**config.mk**
```make
export PLATFORM = sky130hd
export DESIGN_NAME = act_unit
export DESIGN_NICKNAME = d
export VERILOG_FILES = /design/src/rtl/act_unit.sv
export SDC_FILE = /design/constraint.sdc
export NUM_CORES = 1
export LEC_CHECK = 0
export ABC_CLOCK_PERIOD_IN_PS = 8000
export CORE_UTILIZATION = 42
export DETAILED_ROUTE_END_ITERATION = 16
export PLACE_DENSITY = 0.77
export SYNTH_ARGS = -nofsm -noshare
export SYNTH_HDL_FRONTEND = slang
export SYNTH_SLANG_ARGS = --single-unit
```
**constraint.sdc**
```tcl
create_clock -name clk -period 8 [get_ports clk]
set_clock_uncertainty 0.1 [all_clocks]
set_input_delay 2.4 -clock clk [delete_from_list [all_inputs] [get_ports clk]]
set_output_delay 2.4 -clock clk [all_outputs]
set_load 0.005 [all_outputs]
```
**src/rtl/act_unit.sv**
```systemverilog
// Two-stage activation pipeline (bypass/ReLU/leaky/bounded) over NumCh signed lanes, source mux, dual gated outputs.
// Latency 2 cycles in_fire -> out_valid; full valid/ready backpressure, each stage refills in the cycle it drains.
module act_unit #(
  parameter int                   DataWidth = 16,
  parameter int                   NumCh     = 4,
  parameter int                   LeakShift = 3,
  parameter logic [DataWidth-1:0] ClampMax  = 16'h0600,
  parameter int                   CntWidth  = 16
) (
  input  logic                       clk,
  input  logic                       rst,
  input  logic [DataWidth*NumCh-1:0] src1,
  input  logic [DataWidth*NumCh-1:0] src2,
  input  logic [1:0]                 sel_i,
  input  logic [1:0]                 mode,
  input  logic                       in_valid,
  output logic                       in_ready,
  input  logic                       sel_o1,
  input  logic                       sel_o2,
  output logic [DataWidth*NumCh-1:0] out1,
  output logic [DataWidth*NumCh-1:0] out2,
  output logic                       out_valid,
  input  logic                       out_ready,
  output logic [CntWidth-1:0]        sat_cnt,
  input  logic                       sat_clr
);

  localparam int BusW  = DataWidth * NumCh;
  localparam int ClipW = $clog2(NumCh + 1);
  localparam logic signed [DataWidth-1:0] ClampS = ClampMax;

  typedef enum logic [1:0] {
    ModeBypass = 2'b00,
    ModeRelu   = 2'b01,
    ModeLeaky  = 2'b10,
    ModeBound  = 2'b11
  } mode_e;

  logic                 s1_valid_q, s1_valid_d;
  logic [BusW-1:0]      s1_dat_q, s1_dat_d;
  mode_e                s1_mode_q, s1_mode_d;
  logic                 s2_valid_q, s2_valid_d;
  logic [BusW-1:0]      s2_dat_q, s2_dat_d;
  logic [CntWidth-1:0]  sat_cnt_q, sat_cnt_d;

  logic                 in_fire;
  logic                 s2_load;
  logic [BusW-1:0]      act_dat;
  logic [ClipW-1:0]     clip_cnt;
  logic signed [DataWidth-1:0] lane, res;
  logic [CntWidth:0]    sat_sum;

  assign s2_load  = s1_valid_q && (!s2_valid_q || out_ready);
  assign in_ready = !rst && sel_i[1] && (!s1_valid_q || s2_load);
  assign in_fire  = in_valid && in_ready;

  // Stage 1 captures data and mode together so the mode travels with its beat.
  always_comb begin
    s1_valid_d = s1_valid_q;
    s1_dat_d   = s1_dat_q;
    s1_mode_d  = s1_mode_q;
    if (in_fire) begin
      s1_valid_d = 1'b1;
      s1_dat_d   = sel_i[0] ? src2 : src1;
      s1_mode_d  = mode_e'(mode);
    end else if (s2_load) begin
      s1_valid_d = 1'b0;
    end
  end

  always_comb begin
    act_dat  = '0;
    clip_cnt = '0;
    lane     = '0;
    res      = '0;
    for (int k = 0; k < NumCh; k++) begin
      lane = $signed(s1_dat_q[k*DataWidth +: DataWidth]);
      res  = lane;
      case (s1_mode_q)
        ModeRelu:  if (lane < 0) res = '0;
        ModeLeaky: if (lane < 0) res = lane >>> LeakShift;
        ModeBound: begin
          if (lane < 0) begin
            res = '0;
          end else if (lane > ClampS) begin
            res      = ClampS;
            clip_cnt = clip_cnt + ClipW'(1);
          end
        end
        default: res = lane;
      endcase
      act_dat[k*DataWidth +: DataWidth] = res;
    end
  end

  always_comb begin
    s2_valid_d = s2_valid_q;
    s2_dat_d   = s2_dat_q;
    if (s2_load) begin
      s2_valid_d = 1'b1;
      s2_dat_d   = act_dat;
    end else if (out_ready) begin
      s2_valid_d = 1'b0;
    end
  end

  // Clip count saturates at all-ones; a clear wins over a same-cycle increment.
  always_comb begin
    sat_sum   = {1'b0, sat_cnt_q} + (CntWidth+1)'(clip_cnt);
    sat_cnt_d = sat_cnt_q;
    if (sat_clr) begin
      sat_cnt_d = '0;
    end else if (s2_load && (s1_mode_q == ModeBound)) begin
      sat_cnt_d = sat_sum[CntWidth] ? '1 : sat_sum[CntWidth-1:0];
    end
  end

  always_ff @(posedge clk or posedge rst) begin
    if (rst) begin
      s1_valid_q <= 1'b0;
      s1_dat_q   <= '0;
      s1_mode_q  <= ModeBypass;
      s2_valid_q <= 1'b0;
      s2_dat_q   <= '0;
      sat_cnt_q  <= '0;
    end else begin
      s1_valid_q <= s1_valid_d;
      s1_dat_q   <= s1_dat_d;
      s1_mode_q  <= s1_mode_d;
      s2_valid_q <= s2_valid_d;
      s2_dat_q   <= s2_dat_d;
      sat_cnt_q  <= sat_cnt_d;
    end
  end

  assign out1      = sel_o1 ? s2_dat_q : '0;
  assign out2      = sel_o2 ? s2_dat_q : '0;
  assign out_valid = s2_valid_q;
  assign sat_cnt   = sat_cnt_q;

endmodule

```
==> impl_metrics.tcl <==
set metrics [dict create \
    vdd_drop_max_uv 139 \
    synth_cell_types 58 \
    numCtsBuffers 17 \
    cts_tree "done" \
    timing.critical_path.max_delay_family "buffers and inverters" \
    synth_top_area_frac 0.432 \
    post_cts.repair.setup_buffers 0 \
    cts.repair.resized 0 \
    synth.yosys.seq_area_share 0.432 \
    grt.total_usage 0.239 \
    worst_path_max_delay_cell "sky130_fd_sc_hd__buf_2" \
    port_buffers 284 \
    final_period_minus_worst_setup_slack_ns 6.36 \
    antenna_violating_nets_post_route 0 \
    placer_congestion 0.827 \
    placed_area_sq_um 11500 \
    drt-initial-drc-count 343 \
    arrival_ns 3.86 \
    die_w_um 145 \
    dr_total_vias 7807 \
    grt_antenna_before_repair 0 \
    worst-slew-pin-transition_ns 1.10 \
    cts_num_sinks 148 \
    root_buffer "sky130_fd_sc_hd__clkbuf_16" \
    yosys_warnings 0 \
    overflow 0 \
    cellLeakagePower_nw 5.28 \
    clock_insertion_delay_worst_skew_ns 0.42 \
    worst-r2r-setup-slack_ns 2.60 \
    syn_area_sq_um 8570 \
    setup_total_negative_slack_ns 0 \
    final-setup-viol-count 0 \
    synth.area.mux_share 0.114 \
    post_synth_fa_ha_maj_area_fraction 0.0111 \
    vias_per_cell 5.26 \
    cp.buffers_inverters 2 \
    die_y_um 145 \
    postSynth.asyncResetShare 1.00 \
    crit_fanout 64 \
    htree_levels 4 \
    cts_max_path_buffers 2 \
    worst_slack_ns 1.64 \
    cp_slowest_stage_delay_ns 0.68 \
    worst_hold_slack_across_all_endpoints_ns 0.390 \
    synthesis.nets 1108 \
    drt_pass1_iterations 5 \
    final_max_slew_viol_count 0 \
    synth_top_family_by_area "simple AND/OR/NAND/NOR gates" \
    postLayoutCoreUtil 0.617 \
    cts_hold_buffers_added 0 \
    main_synth_ff_type "sky130_fd_sc_hd__dfrtp_1" \
    synth_simple_gate_area_frac 0.235 \
    fp.coreArea_sq_um 19700 \
    grt_pass1_wl_um 38600 \
    area_delta_synth_final_pct 42.0 \
    layout-drive-gt1-share 0.0468 \
    post_synth_xor_area_fraction 0.00307 \
    synth_top_cells_by_area "sky130_fd_sc_hd__dfrtp_1, sky130_fd_sc_hd__mux2i_1, sky130_fd_sc_hd__and2_1" \
    status "finished, final reports clean" \
    floorplan.initialDensity 0.435 \
    start_kind "primary input" \
    hpwl_um 17700 \
    powerDensity_nw_per_um2 234 \
    routed_wire_length_per_instance_um 16.5 \
    worstPathRequired_ns 5.50 \
    crit_path_cell_trace "buf_2 -> and2_1 -> clkdlybuf4s50_1" \
    avgSynthCellArea_sq_um 8.91 \
    finalWirelength_um 24500 \
    hold_violations 0 \
    synth.largest_area_cell "sky130_fd_sc_hd__dfrtp_1" \
    register_bit_count_reported_by_yosys 148 \
    synth-edff-count 0 \
    fillerInstances 1725 \
    dieArea_sq_um 21000 \
    postLayoutCellArea_sq_um 12200 \
    io_pins 285 \
    n_antenna_cell 0 \
    critPathKind "in -> out" \
    slew_headroom 0.264 \
    rows 51 \
    min-delay-path-class "reg -> reg" \
    cts.reportedPaths.clkPinSlew_ns 0.06 \
    synth-compound-area-share 0.164 \
    setup_repair_after_global_routing_missed_its_margin "no" \
    postSynthCellCount 962 \
    number_of_global_route_vias_before_repair 7537 \
    critical_path.endpoint_type "output port" \
    post-route-period-util 0.795 \
    max_cap_viols 0 \
    timing.fmax_ghz 0.157 \
    drcViolationCount 0 \
    post-place-ws_ns 1.60 \
    nNetsFinal 1352 \
    grt_start_max_net_pins 79 \
]
==> registers in the layout, indices dropped and copies added, names as in the netlist <==
signal	cells
s1_dat_q	64
s2_dat_q	64
sat_cnt	16
s1_mode_q	2
out_valid	1
s1_valid_q	1
==> per-layer routing <==
| layer | share of wire | global-route usage |
|---|---|---|
| met1 | 0.43 | 0.300 |
| met5 | 0 | 0 |
| met3 | 0.048 | 0.0359 |
| met4 | 0.016 | 0.0875 |
| met2 | 0.50 | 0.416 |
==> final timing paths <==
check,end,depth (start not counted),start
max,out1[37],3,sel_o1
min,s2_dat_q[31],2,s2_dat_q[31]
max reg2reg,sat_cnt[7],20,s1_dat_q[13]
min reg2reg,s2_dat_q[31],2,s2_dat_q[31]
max in group asynchronous,s2_dat_q[32],4,rst
min in group asynchronous,s1_dat_q[25],3,rst
==> tightest hold or removal path, stage by stage (launching register included) <==
cell	delay (ns)
sky130_fd_sc_hd__dfrtp_1	0.35
sky130_fd_sc_hd__nand2_1	0.05
sky130_fd_sc_hd__nand2_1	0.05
==> layout by cell type (no fill, tap or decap), drive strengths merged, types with 4 or more instances in the layout <==
master and instances:
clkdlybuf4s50 281, dfrtp 148, nand2 142, and2 134, mux2i 95, o21ai 95, nor2 50, a21oi 27
inv 23, clkbuf 21, o31ai 19, a211oi 17, a31oi 16, nor3 15, buf 12, nand3 11
a22o 9, nor4 9, and3 8, o31a 7, nor2b 6, ha 6, a221oi 5, o22ai 5
bufinv 4
==> synthesized netlist by cell type (all sizes together) (5+ instances only) <==
| cell | number |
|---|---|
| inv | 22 |
| and2 | 134 |
| a21oi | 27 |
| clkbuf | 51 |
| o31ai | 19 |
| dfrtp | 148 |
| nand3 | 11 |
| nor3 | 15 |
| o21ai | 95 |
| nor2b | 6 |
| ha | 6 |
| o31a | 7 |
| a221oi | 5 |
| nand2 | 142 |
| nor4 | 9 |
| and3 | 8 |
| o22ai | 5 |
| a31oi | 16 |
| a22o | 9 |
| nor2 | 50 |
| buf | 17 |
| a211oi | 17 |
| mux2i | 95 |
==> area by class of cell <==
| type | instances | area, sq um | share of cell area |
|---|---|---|---|
| clock buffers | 21 | 450 | 0.0370 |
| clock inverters | 11 | 175 | 0.0144 |
| inverters | 22 | 86.3 | 0.00710 |
| multi-input cells | 724 | 4520 | 0.371 |
| flip-flops and latches | 148 | 3700 | 0.304 |
| well taps | 265 | 332 | 0.0273 |
| repair buffers | 293 | 2900 | 0.238 |
==> per-stage QoR <==
step,cells,power (mW)
2_1_floorplan,962,1.54
3_3_place_gp,1452,1.98
3_5_place_dp,1452,2.01
4_1_cts,1484,2.86
5_1_grt,1484,3.01
6_report,1484,2.84
==> power breakdown <==
group | internal, mW | total [mW] | switching (mW)
combinational | 0.508 | 0.893 | 0.385
clock | 0.533 | 0.852 | 0.319
sequential | 0.923 | 1.10 | 0.175
total | 1.96 | 2.84 | 0.879
==> kinds of logic after synthesis <==
family / after synthesis
adder cells (fa/ha/maj): 7
buffers and inverters: 90
XOR/XNOR: 3
flip-flops: 148
AO/OA/AOI/OAI: 223
AND/OR/NAND/NOR: 394
multiplexers: 97
Power figures use the tool's default switching activity.
